File: src/rtl/pipe_ctrl_if.sv
// ============================================================================
// Module  : pipe_ctrl_if
// Brief   : Stall/flush/halt bundle between pipe_ctrl and the pipeline stages.
// Revision: 1.0 - initial release
// ============================================================================
`default_nettype none

interface pipe_ctrl_if;
  logic        stallreq_from_id_i;
  logic        stallreq_from_ex_i;
  logic        stallreq_from_mem_i;
  logic [31:0] excepttype_i;
  logic [31:0] cp0_epc_i;
  logic        halt_req_i;
  logic [5:0]  stall_o;
  logic        flush_o;
  logic [31:0] new_pc_o;
  logic        halt_ack_o;
  logic        stall_timeout_o;
  logic [31:0] stall_cycles_o;

  // master: the controller itself; slave: the pipeline / debug side
  modport master (
    input  stallreq_from_id_i, stallreq_from_ex_i, stallreq_from_mem_i,
    input  excepttype_i, cp0_epc_i, halt_req_i,
    output stall_o, flush_o, new_pc_o, halt_ack_o,
    output stall_timeout_o, stall_cycles_o
  );

  modport slave (
    output stallreq_from_id_i, stallreq_from_ex_i, stallreq_from_mem_i,
    output excepttype_i, cp0_epc_i, halt_req_i,
    input  stall_o, flush_o, new_pc_o, halt_ack_o,
    input  stall_timeout_o, stall_cycles_o
  );
endinterface

`default_nettype wire

File: src/rtl/pipe_ctrl.sv
// ============================================================================
// Module  : pipe_ctrl
// Brief   : 5-stage pipeline controller: stall merge, exception/ERET flush,
//           debug halt handshake, stall watchdog and stall-cycle counter.
// Revision: 1.0 - initial release
// ============================================================================
`default_nettype none

module pipe_ctrl #(
  parameter logic [31:0] EXC_VECTOR    = 32'h0000_0040,
  parameter logic [15:0] STALL_TIMEOUT = 16'd1024
) (
  input  logic         clk,
  input  logic         rst,
  pipe_ctrl_if.master  bus
);

  localparam logic [31:0] ERET_CODE = 32'h0000_000e;

  typedef enum logic [2:0] {
    RUN       = 3'd0,
    FLUSH     = 3'd1,
    RECOVER   = 3'd2,
    HALT_WAIT = 3'd3,
    HALTED    = 3'd4
  } state_t;

  state_t      state;
  logic        flush_q;
  logic [31:0] new_pc_q;
  logic        halt_ack_q;
  logic        timeout_q;
  logic [31:0] cycles_q;
  logic [15:0] wd_cnt;
  logic [5:0]  stall;
  logic        any_req;
  logic        exc_pending;
  logic        wd_active;

  assign any_req     = bus.stallreq_from_id_i | bus.stallreq_from_ex_i | bus.stallreq_from_mem_i;
  assign exc_pending = (bus.excepttype_i != 32'd0);
  assign wd_active   = any_req && ((state == RUN) || (state == HALT_WAIT));

  always_comb begin
    stall = 6'b000000;
    if ((state == FLUSH) || (state == RECOVER))
      stall = 6'b000000;
    else if (state == HALTED)
      stall = 6'b111111;
    else if (bus.stallreq_from_mem_i)
      stall = 6'b011111;
    else if (bus.stallreq_from_ex_i)
      stall = 6'b001111;
    else if (bus.stallreq_from_id_i)
      stall = 6'b000111;
  end

  always_ff @(posedge clk or negedge rst) begin
    if (!rst) begin
      state      <= RUN;
      flush_q    <= 1'b0;
      new_pc_q   <= 32'd0;
      halt_ack_q <= 1'b0;
      timeout_q  <= 1'b0;
      cycles_q   <= 32'd0;
      wd_cnt     <= 16'd0;
    end else begin
      flush_q  <= 1'b0;
      new_pc_q <= 32'd0;

      case (state)
        RUN, HALT_WAIT: begin
          // Exceptions outrank halt, so a halt never freezes a faulting pipe
          if (exc_pending) begin
            state    <= FLUSH;
            flush_q  <= 1'b1;
            new_pc_q <= (bus.excepttype_i == ERET_CODE) ? bus.cp0_epc_i : EXC_VECTOR;
          end else if (!bus.halt_req_i) begin
            state <= RUN;
          end else if ((state == HALT_WAIT) && !any_req) begin
            state      <= HALTED;
            halt_ack_q <= 1'b1;
          end else begin
            state <= HALT_WAIT;
          end
        end
        FLUSH:   state <= RECOVER;
        RECOVER: state <= bus.halt_req_i ? HALT_WAIT : RUN;
        HALTED: begin
          if (!bus.halt_req_i) begin
            state      <= RUN;
            halt_ack_q <= 1'b0;
          end
        end
        default: state <= RUN;
      endcase

      if (wd_active) begin
        if (wd_cnt < STALL_TIMEOUT)
          wd_cnt <= wd_cnt + 16'd1;
        if (wd_cnt >= STALL_TIMEOUT - 16'd1)
          timeout_q <= 1'b1;
      end else begin
        wd_cnt <= 16'd0;
      end

      if (stall != 6'b000000)
        cycles_q <= cycles_q + 32'd1;
    end
  end

  assign bus.stall_o         = stall;
  assign bus.flush_o         = flush_q;
  assign bus.new_pc_o        = new_pc_q;
  assign bus.halt_ack_o      = halt_ack_q;
  assign bus.stall_timeout_o = timeout_q;
  assign bus.stall_cycles_o  = cycles_q;

endmodule

`default_nettype wire

File: src/flat_wrapper.sv
// flat-port wrapper written by rule: the top's interface ports become plain ports
module pipe_ctrl_flat 
#(
  parameter logic [31:0] EXC_VECTOR    = 32'h0000_0040,
  parameter logic [15:0] STALL_TIMEOUT = 16'd1024
)
  (clk, rst, bus_stallreq_from_id_i, bus_stallreq_from_ex_i, bus_stallreq_from_mem_i, bus_excepttype_i, bus_cp0_epc_i, bus_halt_req_i, bus_stall_o, bus_flush_o, bus_new_pc_o, bus_halt_ack_o, bus_stall_timeout_o, bus_stall_cycles_o);
  pipe_ctrl_if bus_i ();
  input  logic clk;
  input  logic rst;
  input wire logic [$bits(bus_i.stallreq_from_id_i)-1:0] bus_stallreq_from_id_i;
  input wire logic [$bits(bus_i.stallreq_from_ex_i)-1:0] bus_stallreq_from_ex_i;
  input wire logic [$bits(bus_i.stallreq_from_mem_i)-1:0] bus_stallreq_from_mem_i;
  input wire logic [$bits(bus_i.excepttype_i)-1:0] bus_excepttype_i;
  input wire logic [$bits(bus_i.cp0_epc_i)-1:0] bus_cp0_epc_i;
  input wire logic [$bits(bus_i.halt_req_i)-1:0] bus_halt_req_i;
  output wire logic [$bits(bus_i.stall_o)-1:0] bus_stall_o;
  output wire logic [$bits(bus_i.flush_o)-1:0] bus_flush_o;
  output wire logic [$bits(bus_i.new_pc_o)-1:0] bus_new_pc_o;
  output wire logic [$bits(bus_i.halt_ack_o)-1:0] bus_halt_ack_o;
  output wire logic [$bits(bus_i.stall_timeout_o)-1:0] bus_stall_timeout_o;
  output wire logic [$bits(bus_i.stall_cycles_o)-1:0] bus_stall_cycles_o;
  assign bus_i.stallreq_from_id_i = bus_stallreq_from_id_i;
  assign bus_i.stallreq_from_ex_i = bus_stallreq_from_ex_i;
  assign bus_i.stallreq_from_mem_i = bus_stallreq_from_mem_i;
  assign bus_i.excepttype_i = bus_excepttype_i;
  assign bus_i.cp0_epc_i = bus_cp0_epc_i;
  assign bus_i.halt_req_i = bus_halt_req_i;
  assign bus_stall_o = bus_i.stall_o;
  assign bus_flush_o = bus_i.flush_o;
  assign bus_new_pc_o = bus_i.new_pc_o;
  assign bus_halt_ack_o = bus_i.halt_ack_o;
  assign bus_stall_timeout_o = bus_i.stall_timeout_o;
  assign bus_stall_cycles_o = bus_i.stall_cycles_o;
  pipe_ctrl #(.EXC_VECTOR(EXC_VECTOR), .STALL_TIMEOUT(STALL_TIMEOUT)) u_core (.clk(clk), .rst(rst), .bus(bus_i));
endmodule
File: config.mk
export PLATFORM = sky130hd
export DESIGN_NAME = pipe_ctrl_flat
export DESIGN_NICKNAME = d
export VERILOG_FILES = /design/src/rtl/pipe_ctrl_if.sv /design/src/rtl/pipe_ctrl.sv /design/src/flat_wrapper.sv
export SDC_FILE = /design/constraint.sdc
export NUM_CORES = 1
export LEC_CHECK = 0
export BUFFER_PORTS_ARGS = -buffer_cell sky130_fd_sc_hd__buf_2
export CAP_MARGIN = 20
export CORE_MARGIN = 2
export CORE_UTILIZATION = 29
export CTS_BUF_LIST = sky130_fd_sc_hd__clkbuf_4 sky130_fd_sc_hd__clkbuf_8
export DETAILED_ROUTE_END_ITERATION = 8
export GPL_TIMING_DRIVEN = 0
export PLACE_DENSITY_LB_ADDON = 0.25
export SYNTH_ARGS = -nofsm -noshare
export SYNTH_HDL_FRONTEND = slang
export SYNTH_SLANG_ARGS = --single-unit
File: constraint.sdc
create_clock -name clk -period 2.8 [get_ports clk]
set_input_delay 0.28 -clock clk [delete_from_list [all_inputs] [get_ports clk]]
set_output_delay 0.28 -clock clk [all_outputs]
set_load 0.01 [all_outputs]
==> load_flow_metrics.sql <==
INSERT INTO impl_metrics (metric_group, metric, value, unit) VALUES
('run_status', 'run_status', 'finished, final reports clean', ''),
('sta', 'final_critical_delay_including_setup_and_external_delays', '2.331', 'ns'),
('worst_setup_path', 'timing.critical_path.to_type', 'output port', ''),
('route', 'routed_wirelength', '8553', 'um'),
('floorplanning', 'die_w', '115.9', 'um'),
('global_route', 'grt_antenna_before_repair', '0', ''),
('worst_setup_path', 'worstSetupPathType', 'register to output port', ''),
('clocking', 'cts_sinks', '86', ''),
('route', 'vias', '2820', ''),
('power_and_ir_drop', 'cellLeakagePower', '2.521', 'nW'),
('yosys', 'asyncSetResetFlopFracSynth', '100.0', '%'),
('route', 'drt-pass1-iter-count', '4', ''),
('route', 'route.top_layer_used', 'met4', ''),
('worst_setup_path', 'slowest_stage', 'sky130_fd_sc_hd__dfrtp_1', ''),
('hold_path', 'hold_path_class', 'primary input to register', ''),
('worst_setup_path', 'critical_path.max_stage_delay', '0.36', 'ns'),
('finish', 'final_nets', '545', ''),
('worst_setup_path', 'worst_path_most_repeated_cell', 'sky130_fd_sc_hd__buf_2', ''),
('global_route', 'pin_count_of_the_biggest_net_entering_global_routing', '66', ''),
('global_route', 'globalRouteOverflowTotal', '0', ''),
('finish', 'layout_common_cells', '143 x sky130_fd_sc_hd__buf_2, 86 x sky130_fd_sc_hd__dfrtp_1, 32 x sky130_fd_sc_hd__and2_1', ''),
('route', 'met3WireLength', '758', 'um'),
('clocking', 'cts_root_buf', 'sky130_fd_sc_hd__clkbuf_8', ''),
('clocking', 'tritoncts', 'yes', ''),
('worst_setup_path', 'path_max_fanout', '11', ''),
('sta', 'final_setup_violations', '0', ''),
('clocking', 'ctsResizeCount', '0', ''),
('yosys', 'synth-main-ff-cell', 'sky130_fd_sc_hd__dfrtp_1', ''),
('global_route', 'grt.total_usage', '13.53', '%'),
('yosys', 'ys_seq_elements', '86', ''),
('yosys', 'post_synth.cell_area_avg', '11.43', 'um2'),
('sta', 'tightestPinTransition', '0.6344', 'ns'),
('global_route', 'grt_first_pass_wirelength', '13920', 'um'),
('route', 'antenna_left', '0', ''),
('floorplanning', 'placeableCoreArea', '12110', 'um2'),
('yosys', 'synth_nets', '390', ''),
('finish', 'final_layout_size_suffix_gt1_share', '36.97', '%'),
('clocking', 'cts-buffers-inserted', '9', ''),
('worst_setup_path', 'crit_arrival', '2.05', 'ns'),
('clocking', 'latest_clock_arrival_within_the_worst_skew_pair', '0.36', 'ns'),
('flow_run', 'max-cap-violations', '0', ''),
('power_and_ir_drop', 'vdd.ir_drop.worst', '0.0002792', 'V'),
('finish', 'nFillCells', '1231', ''),
('finish', 'antenna_cells_inserted', '0', ''),
('worst_setup_path', 'critical_path.cell_chain', 'buf_2, nor4_1, o22a_1, clkinv_2, buf_4, buf_2', ''),
('placed_design', 'final_gp_congestion', '0.7549', ''),
('finish', 'area_growth', '31.58', '%'),
('clocking', 'clk_pin_slew_worst_paths', '0.08', 'ns'),
('floorplanning', 'placementRows', '40', ''),
('clocking', 'number_of_h_tree_levels', '3', ''),
('route', 'detail_route.vias_per_cell', '4.379', ''),
('yosys', 'mappedNetlistArea', '3633', 'um2'),
('yosys', 'synth-edff-count', '0', ''),
('yosys', 'post_synthesis_cell_count', '318', ''),
('worst_setup_path', 'r2r.worst_path.cells', '6', ''),
('sta', 'holdWs', '0.1189', 'ns'),
('yosys', 'synth.yosys.seq_area_share', '59.23', '%'),
('sta', 'hold_viol_final', '0', ''),
('sta', 'max_freq', '429.1', 'MHz'),
('sta', 'max-slew-margin-rel', '57.38', '%'),
('worst_setup_path', 'rrSetupSlack', '0.71', 'ns'),
('sta', 'report.final.slew_viol_count', '0', ''),
('sta', 'fin_skew', '0.008334', 'ns'),
('power_and_ir_drop', 'power-per-cell-area', '636.0', 'nW/um2'),
('route', 'wirelength_met1', '3855', 'um'),
('sta', 'timing.setup.tns', '0', 'ns'),
('clocking', 'cts.path.max_buffers', '2', ''),
('route', 'drt-wirelength-per-cell', '13.28', 'um'),
('yosys', 'yosysWarningCount', '0', ''),
('route', 'drt_first_iter_violations', '115', ''),
('finish', 'layout.cells.most_common', 'sky130_fd_sc_hd__buf_2', '');
[registers in the layout (all words and copies together) (netlist names)]
register,cells
u_core.bus.new_pc_o,32
u_core.bus.stall_timeout_o,1
u_core.bus.stall_cycles_o,32
u_core.state,3
u_core.bus.flush_o,1
u_core.bus.halt_ack_o,1
u_core.wd_cnt,16
[report_power, final]
group          switching (W)  internal, W
combinational       0.000411     0.000304
clock               0.000432     0.000425
sequential          0.000123      0.00134
total               0.000966      0.00207
[cells by family (layout without fill, tap and decap cells)]
logic type	Yosys count	count (layout)	share of synthesized area, %
DFF	86	86	59.23
adders and majority gates	2	2	0.6886
xor gates and xnor gates	38	38	9.366
muxes	2	2	0.5854
and+or+nand+nor	150	150	24.38
AOI/OAI and AO/OA	23	23	3.685
buffers and inverters	17	175	2.066
[cell usage after synthesis, types with 2 or more instances]
cell	instances	area, um2
sky130_fd_sc_hd__dfrtp_1	86	2152
sky130_fd_sc_hd__and2_1	32	200.2
sky130_fd_sc_hd__xnor2_1	25	219.0
sky130_fd_sc_hd__nor2_1	22	82.58
sky130_fd_sc_hd__nand2_1	17	63.81
sky130_fd_sc_hd__nand4_1	14	87.58
sky130_fd_sc_hd__nand3_1	12	60.06
sky130_fd_sc_hd__xor2_1	12	105.1
sky130_fd_sc_hd__and3_1	11	68.82
sky130_fd_sc_hd__nor3_1	11	55.05
sky130_fd_sc_hd__a21oi_1	8	40.04
sky130_fd_sc_hd__o21ai_0	8	40.04
sky130_fd_sc_hd__inv_1	7	26.28
sky130_fd_sc_hd__nor4_1	7	43.79
sky130_fd_sc_hd__clkbuf_1	5	18.77
sky130_fd_sc_hd__or3_1	5	31.28
sky130_fd_sc_hd__and4_1	2	17.52
sky130_fd_sc_hd__buf_2	2	10.01
sky130_fd_sc_hd__buf_4	2	15.01
sky130_fd_sc_hd__ha_1	2	25.02
sky130_fd_sc_hd__nor2b_1	2	12.51
sky130_fd_sc_hd__or4_4	2	22.52
[metal layers]
metal / up-vias / GRT usage [%]
met3: 21 / 5.492
met5: - / 0
met2: 109 / 19.18
met1: 1296 / 17.46
li1: 1394 / -
met4: 0 / 7.698
[worst paths after layout]
path                                            startpoint                       endpoint
worst max-delay path                       u_core.state[2]                 bus_stall_o[2]
worst min-delay path                     bus_cp0_epc_i[22]        u_core.bus.new_pc_o[22]
worst max register to register             u_core.state[0]  u_core.bus.stall_cycles_o[31]
worst min register to register  u_core.bus.stall_timeout_o     u_core.bus.stall_timeout_o
max in group asynchronous                              rst              u_core.wd_cnt[13]
min in group asynchronous                              rst        u_core.bus.new_pc_o[11]
[layout make-up]
class	instances	area, um2	share of cell area [%]
sequential	86	2152	45.01
tap	168	210.2	4.397
clock buffer	10	137.6	2.879
inverter	8	31.28	0.6543
clock inverter	4	48.80	1.021
timing repair buffer	144	750.7	15.70
buffer	9	43.79	0.9160
multi-input combinational	215	1406	29.42
[stage by stage]
stage               util (%)  instances  area, um2  setup slack, ns
finish                 39.47        644       4781           0.4694
global placement       37.60        628       4554           0.6837
floorplan                  -        318       3633           0.9292
global route           39.47        644       4781           0.2855
detailed placement     37.85        629       4584           0.7022
CTS                    39.47        644       4781           0.4293
[worst max-delay path, delay by kind of cell, from the launching register on]
kind,cells,cell delay (ns)
simple gates,1,0.29
buf+inv,4,0.70
compound gates,1,0.33
flops,1,0.36
[repair_timing]
action	CTS	global route
setup buffers	0	0
endpoints found under the hold margin	21	0
hold buffers	1	0
Power figures use the tool's default switching activity.
